`config.mk`:
```
export PLATFORM = sky130hd
export DESIGN_NAME = vote_tally_seg
export DESIGN_NICKNAME = d
export VERILOG_FILES = /design/src/rtl/vote_tally_seg.sv
export SDC_FILE = /design/constraint.sdc
export NUM_CORES = 1
export LEC_CHECK = 0
export ABC_AREA = 0
export CORE_UTILIZATION = 35
export DETAILED_ROUTE_END_ITERATION = 7
export GPL_TIMING_DRIVEN = 0
export PLACE_DENSITY = 0.56
export SLEW_MARGIN = 30
export SYNTH_ARGS = -nofsm -noshare
export SYNTH_HDL_FRONTEND = slang
export SYNTH_SLANG_ARGS = --single-unit
```
`constraint.sdc`:
```
create_clock -name clk -period 1.55 [get_ports clk]
set_clock_uncertainty 0.15 [all_clocks]
set_input_delay 0.2325 -clock clk [delete_from_list [all_inputs] [get_ports clk]]
set_output_delay 0.2325 -clock clk [all_outputs]
set_load 0.01 [all_outputs]
```
`src/rtl/vote_tally_seg.sv`:
```
// vote_tally_seg: serial vote tally; start/comps in, busy/done/count/majority/tie/segs out
module vote_tally_seg #(
  parameter int N_VOTERS = 5,
  parameter bit SEG_ACTIVE_LOW = 1'b0,
  localparam int CW = $clog2(N_VOTERS + 1)
) (
  input  logic                clk,
  input  logic                rst,
  input  logic                start,
  input  logic [N_VOTERS-1:0] comps,
  output logic                busy,
  output logic                done,
  output logic [CW-1:0]       count,
  output logic                majority,
  output logic                tie,
  output logic [6:0]          segs
);
  typedef enum logic {IDLE, COUNT} state_e;
  localparam logic [15:0][6:0] SEG_LUT = {
    7'h71, 7'h79, 7'h5E, 7'h39, 7'h7C, 7'h77, 7'h6F, 7'h7F,
    7'h07, 7'h7D, 7'h6D, 7'h66, 7'h4F, 7'h5B, 7'h06, 7'h3F
  };
  localparam logic [CW:0] NV = (CW+1)'(N_VOTERS);
  localparam logic [6:0] BLANK = {7{SEG_ACTIVE_LOW}};
  state_e state_q, state_d;
  logic [N_VOTERS-1:0] snap_q, snap_d;
  logic [CW-1:0] acc_q, acc_d, idx_q, idx_d, count_q, count_d, sum;
  logic done_q, done_d, maj_q, maj_d, tie_q, tie_d, last;
  logic [6:0] segs_q, segs_d;
  always_comb begin
    sum = acc_q + CW'(snap_q[0]);
    last = (state_q == COUNT) && (idx_q == CW'(N_VOTERS - 1));
    state_d = state_q;
    snap_d = snap_q;
    acc_d = acc_q;
    idx_d = idx_q;
    count_d = count_q;
    maj_d = maj_q;
    tie_d = tie_q;
    segs_d = segs_q;
    done_d = last;
    if (state_q == IDLE && start) begin
      state_d = COUNT;
      snap_d = comps;
      acc_d = '0;
      idx_d = '0;
    end else if (state_q == COUNT) begin
      snap_d = snap_q >> 1;
      acc_d = sum;
      idx_d = idx_q + CW'(1);
      if (last) begin
        state_d = IDLE;
        count_d = sum;
        maj_d = {sum, 1'b0} > NV;
        tie_d = {sum, 1'b0} == NV;
        segs_d = SEG_LUT[4'(sum)] ^ BLANK;
      end
    end
  end
  always_ff @(posedge clk) begin
    if (rst) begin
      state_q <= IDLE;
      snap_q <= '0;
      acc_q <= '0;
      idx_q <= '0;
      count_q <= '0;
      maj_q <= 1'b0;
      tie_q <= 1'b0;
      segs_q <= BLANK;
      done_q <= 1'b0;
    end else begin
      state_q <= state_d;
      snap_q <= snap_d;
      acc_q <= acc_d;
      idx_q <= idx_d;
      count_q <= count_d;
      maj_q <= maj_d;
      tie_q <= tie_d;
      segs_q <= segs_d;
      done_q <= done_d;
    end
  end
  assign busy = state_q == COUNT;
  assign done = done_q;
  assign count = count_q;
  assign majority = maj_q;
  assign tie = tie_q;
  assign segs = segs_q;
endmodule
```
# Word-level counts from Yosys, hierarchy flattened
# Memory sizes are Yosys's and may differ from the RTL's. A register that Yosys moved wholly into a read port is not among the register bits.
# Index checks and enable logic that the tools add are counted.
[classes]
mux = 5
reduce_logical = 5
eq_ne = 1
n_bitwise = 2
n_lt_le_gt_ge = 1
addsub = 2
[ops]
columns = ["cell", "n"]
rows = [
  ["$mux W5", 2],
  ["$gt A4 B3 Y1 const B", 1],
  ["$add A3 B1 Y3", 1],
  ["$add A3 B1 Y3 const B", 1],
  ["$eq A3 B3 Y1 const B", 1],
  ["$mux W1", 3],
  ["$reduce_and A3 Y1", 1],
  ["$logic_and A1 B1 Y1", 2],
  ["$not A1 Y1", 2],
  ["$reduce_bool A2 Y1", 1],
  ["$reduce_or A2 Y1", 1],
]
[totals]
output_inout_bits = 14
wordCells = 24
mem_count = 1
mem_bits_ro = 56
inputBits = 8
reg_bits = 17
[memory_table]
columns = ["name", "words", "width", "rd", "rd_clocked_by_memory_dff", "write_ports", "line", "rtl"]
rows = [
  ["(no name shown)", 8, 7, 1, 1, 0, "56", "segs_d = SEG_LUT[4'(sum)] ^ BLANK;"],
]

# Longest topological paths before layout
[depth]
depth_word = 5
mapped_depth = 6
mapped_depth_nobuf = 6

# Worst setup path before layout
# OpenSTA, ideal clock, no wires.
[synth_timing]
path_type = "reg2reg"
start = "register snap_q[0]"
end = "register segs_q[5] (netlist: segs[5])"
period_less_slack_ps = 1617
path_slack_ps = -67
path_buffers = 0
arrival_ps = 1379
stages_incl_launch_ff = 7
required_time_ps = 1312
path_cell_list = "dfxtp_1 ha_1 ha_1 ha_1 inv_1 nand2_1 a311oi_2"
[synth_via]
elab_chain_len = 1
[synth_rtl]
columns = ["element", "line", "rtl"]
rows = [
  ["start, declared", "26", "logic [N_VOTERS-1:0] snap_q, snap_d;"],
  ["start signal, assigned", "73", "snap_q <= snap_d;"],
  ["$add A3 B1 Y3", "31", "sum = acc_q + CW'(snap_q[0]);"],
  ["net sum[1]", "27", "logic [CW-1:0] acc_q, acc_d, idx_q, idx_d, count_q, count_d, sum;"],
  ["end, declared", "29", "logic [6:0] segs_q, segs_d;"],
]
# The timed path passes the listed nets, and every way through them passes these cells.
# A chain may end at the register's enable or synchronous reset.

# Final worst setup path
[layout_timing]
start = "register snap_q[0]"
end = "register segs_q[2] (netlist: segs[2])"
# Same word-level chain as after synthesis.

==> qor.yml <==
setup_path:
  arrival_ns: 1.59
  max_stage_delay_ns: 0.36
  required_ns: 1.64
  reg2reg_depth: 5
  path_class: "flip-flop to flip-flop"
  r2r-end: "segs[2]$_SDFFE_PP0P_"
  crit_top_cell: "ha_4"
  r2r-start: "snap_q[0]$_SDFFE_PP0P_"
  cp_slowest_cell: "dfxtp_2"
  crit_fanout: 5
  crit_end: "segs[2]$_SDFFE_PP0P_"
  path_cells: "ha_4 -> ha_4 -> buf_4 -> ha_1 -> a211oi_2"
  rrSetupSlack_ns: 0.05
  crit_path_start: "snap_q[0]$_SDFFE_PP0P_"
  endpoint_kind: "flip-flop"
  cp-start-kind: "flip-flop"
detailed_routing:
  wl_per_cell_um: 11.0
  drc_errors: 0
  dr.pass1.iters: 4
  route.vias.total: 877
  wirelength_um: 2070
  ant_nets: 0
  vias_per_cell: 4.64
  drtIter0Drc: 16
global_route:
  grt_util_all_layers: 0.130
  grt_pass1_vias: 807
  grt_pass1_wl_um: 3420
  antenna_found_initial: 0
  grt.overflow.total: 0
  grt_max_degree: 14
power_and_ir_drop:
  leakage_nw: 0.623
  max-vdd-ir-drop_mv: 0.413
  p_per_area_nw_per_um2: 748
timing:
  slew_headroom: 0.660
  slew_violations: 0
  setup_viol: 0
  rsz0062_at_grt: "no"
  fin_crit_ns: 1.50
  whs_ns: 0.323
  hold_viol_final: 0
  worst_pin_slew_ns: 0.510
  max_freq_mhz: 667
  fin_crit_sh: 0.968
die:
  die_area_um2: 3410
  io_pins: 22
  start_util: 0.368
  die_h_um: 58.4
  die_w_um: 58.4
  rows: 20
  core_um2: 3030
placement:
  port_buffers: 20
  place_inst: 181
  hpwl_um: 1500
  gp_congestion: 0.688
cts:
  cts-hold-fix-buffers: 0
  clkLatencyLatePin_ns: 0.32
  tritoncts: "yes"
  cts_sinks: 24
  cts-root-buf: "clkbuf_4"
  clk_pin_slew_worst_paths_ns: 0.15
  htree_levels: 1
  clockBufferDepth: 2
  cts_buffers: 3
synth:
  syn_inst: 117
  syn-cell-area_um2: 1110
  avgSynthCellArea_um2: 9.52
  yosysWarnings: 0
  ys_ff_latch: 24
  synthDistinctLibCells: 30
  seq_area_frac_synth: 0.431
  syn_nets: 132
finish:
  syn_to_final_growth_pct: 32.5
  regArea_um2: 484
  stdcell_count: 189
  multi_input_area_um2: 619
  drive_gt1_frac: 0.193
  fin_util: 0.487
  n_fill_cell: 295
  n_antenna_cell: 0
  final_nets: 161
outcome:
  status: "complete, no violations"
job:
  drv_cap: 0
hold_path:
  hold_path_class: "flip-flop to flip-flop"
==> cells by family after synthesis <==
family | after synthesis | synth area share
adders and majority gates | 7 | 0.0786
and+or+nand+nor | 40 | 0.171
xor gates and xnor gates | 4 | 0.0450
other | 1 | 0.00337
buffers and inverters | 13 | 0.0595
muxes | 12 | 0.112
DFF | 24 | 0.431
AOI/OAI and AO/OA | 16 | 0.0989
==> cells in the final DEF, fill, tap and decap left out, types with 2 or more instances in the layout <==
cell	Yosys	layout
nand3b_1	2	2
clkbuf_4	0	3
mux2i_1	8	8
a311oi_1	2	2
clkdlybuf4s50_1	0	7
o21ai_1	1	2
dfxtp_1	24	21
a211oi_1	2	2
dfxtp_2	0	3
buf_4	2	6
inv_1	6	6
buf_2	2	2
nor2_1	19	19
dlygate4sd2_1	0	13
a21oi_1	8	8
mux2_2	4	4
nand2b_1	2	2
ha_1	7	4
nand2_1	7	7
ha_4	0	3
nor3_1	3	3
nor3b_1	5	5
==> area by class of cell <==
cell class	instances	share of cell area
multi-input cells	80	0.420
repair buffers	24	0.145
plain buffers	7	0.0297
inverters	6	0.0153
clock buffers	4	0.0246
flip-flops and latches	24	0.328
well taps	44	0.0373
==> repair_timing <==
item	CTS	global route
endpoints found under the hold margin	0	0
setup buffers	3	1
pin swaps	2	1
setup endpoints to repair	19	6
resized for setup	18	4
==> flip-flops by register name, indices dropped and copies added (netlist names) <==
| signal | cells |
|---|---|
| acc_q | 3 |
| busy | 1 |
| segs | 7 |
| idx_q | 3 |
| done | 1 |
| majority | 1 |
| snap_q | 5 |
| count | 3 |
==> power by group <==
part / internal (mW) / switching (mW) / leakage, nW / total [mW]
clock: 0.143 / 0.195 / 0.0210 / 0.338
sequential: 0.631 / 0.00854 / 0.196 / 0.640
combinational: 0.0653 / 0.0606 / 0.406 / 0.126
total: 0.840 / 0.264 / 0.623 / 1.10
==> metrics by stage <==
step | setup TNS, ns | worst slack (ns) | area [µm²] | power [mW]
detailed placement | -1.79 | -0.231 | 1380 | 0.770
global route | 0 | 0.00132 | 1480 | 1.15
global placement | -1.55 | -0.212 | 1380 | 0.767
CTS | -0.000285 | -0.000285 | 1440 | 1.10
floorplan | 0 | 0.0466 | 1130 | 0.728
finish | 0 | 0.0503 | 1480 | 1.10
==> critical path: cells and delay by family (launching register included) <==
family,cells,cell delay (ns)
flops,1,0.36
buf+inv,1,0.15
compound gates,1,0.17
fa+ha+maj,3,0.60
==> cells in the mapped netlist, drive strengths merged <==
master  count  share of area
nor3b       5          0.034
a21oi       8          0.036
nand3       1         0.0045
mux2        4          0.040
and3        1         0.0067
xor2        2          0.022
nor3        3          0.013
buf         6          0.036
a311oi      3          0.029
dfxtp      24           0.43
inv         6          0.020
o21ai       2         0.0090
nor2       19          0.064
xnor2       2          0.022
mux2i       8          0.072
ha          7          0.079
a211oi      3          0.025
conb        1         0.0034
nand2       7          0.024
nand3b      2          0.013
clkbuf      1         0.0034
nand2b      2          0.011
==> how the worst min path moves through the flow <==
stage	cells after the start	from	endpoint	slack (ns)
after detailed placement	2	count[1]$_SDFFE_PP0P_	count[1]$_SDFFE_PP0P_	0.31
after floorplan	1	rst	segs[0]$_SDFFE_PP0P_	0.15
after CTS	2	count[1]$_SDFFE_PP0P_	count[1]$_SDFFE_PP0P_	0.33
after global routing	2	count[0]$_SDFFE_PP0P_	count[0]$_SDFFE_PP0P_	0.35
final	2	count[0]$_SDFFE_PP0P_	count[0]$_SDFFE_PP0P_	0.32
after global placement	2	count[1]$_SDFFE_PP0P_	count[1]$_SDFFE_PP0P_	0.30
==> layer usage <==
layer	up-vias	routed length, µm	global-route usage
li1	450	-	-
met1	405	970	0.149
met2	18	1010	0.241
met5	-	0	0
met3	4	64	0.0198
met4	0	24	0.0510
Power figures use the tool's default switching activity.
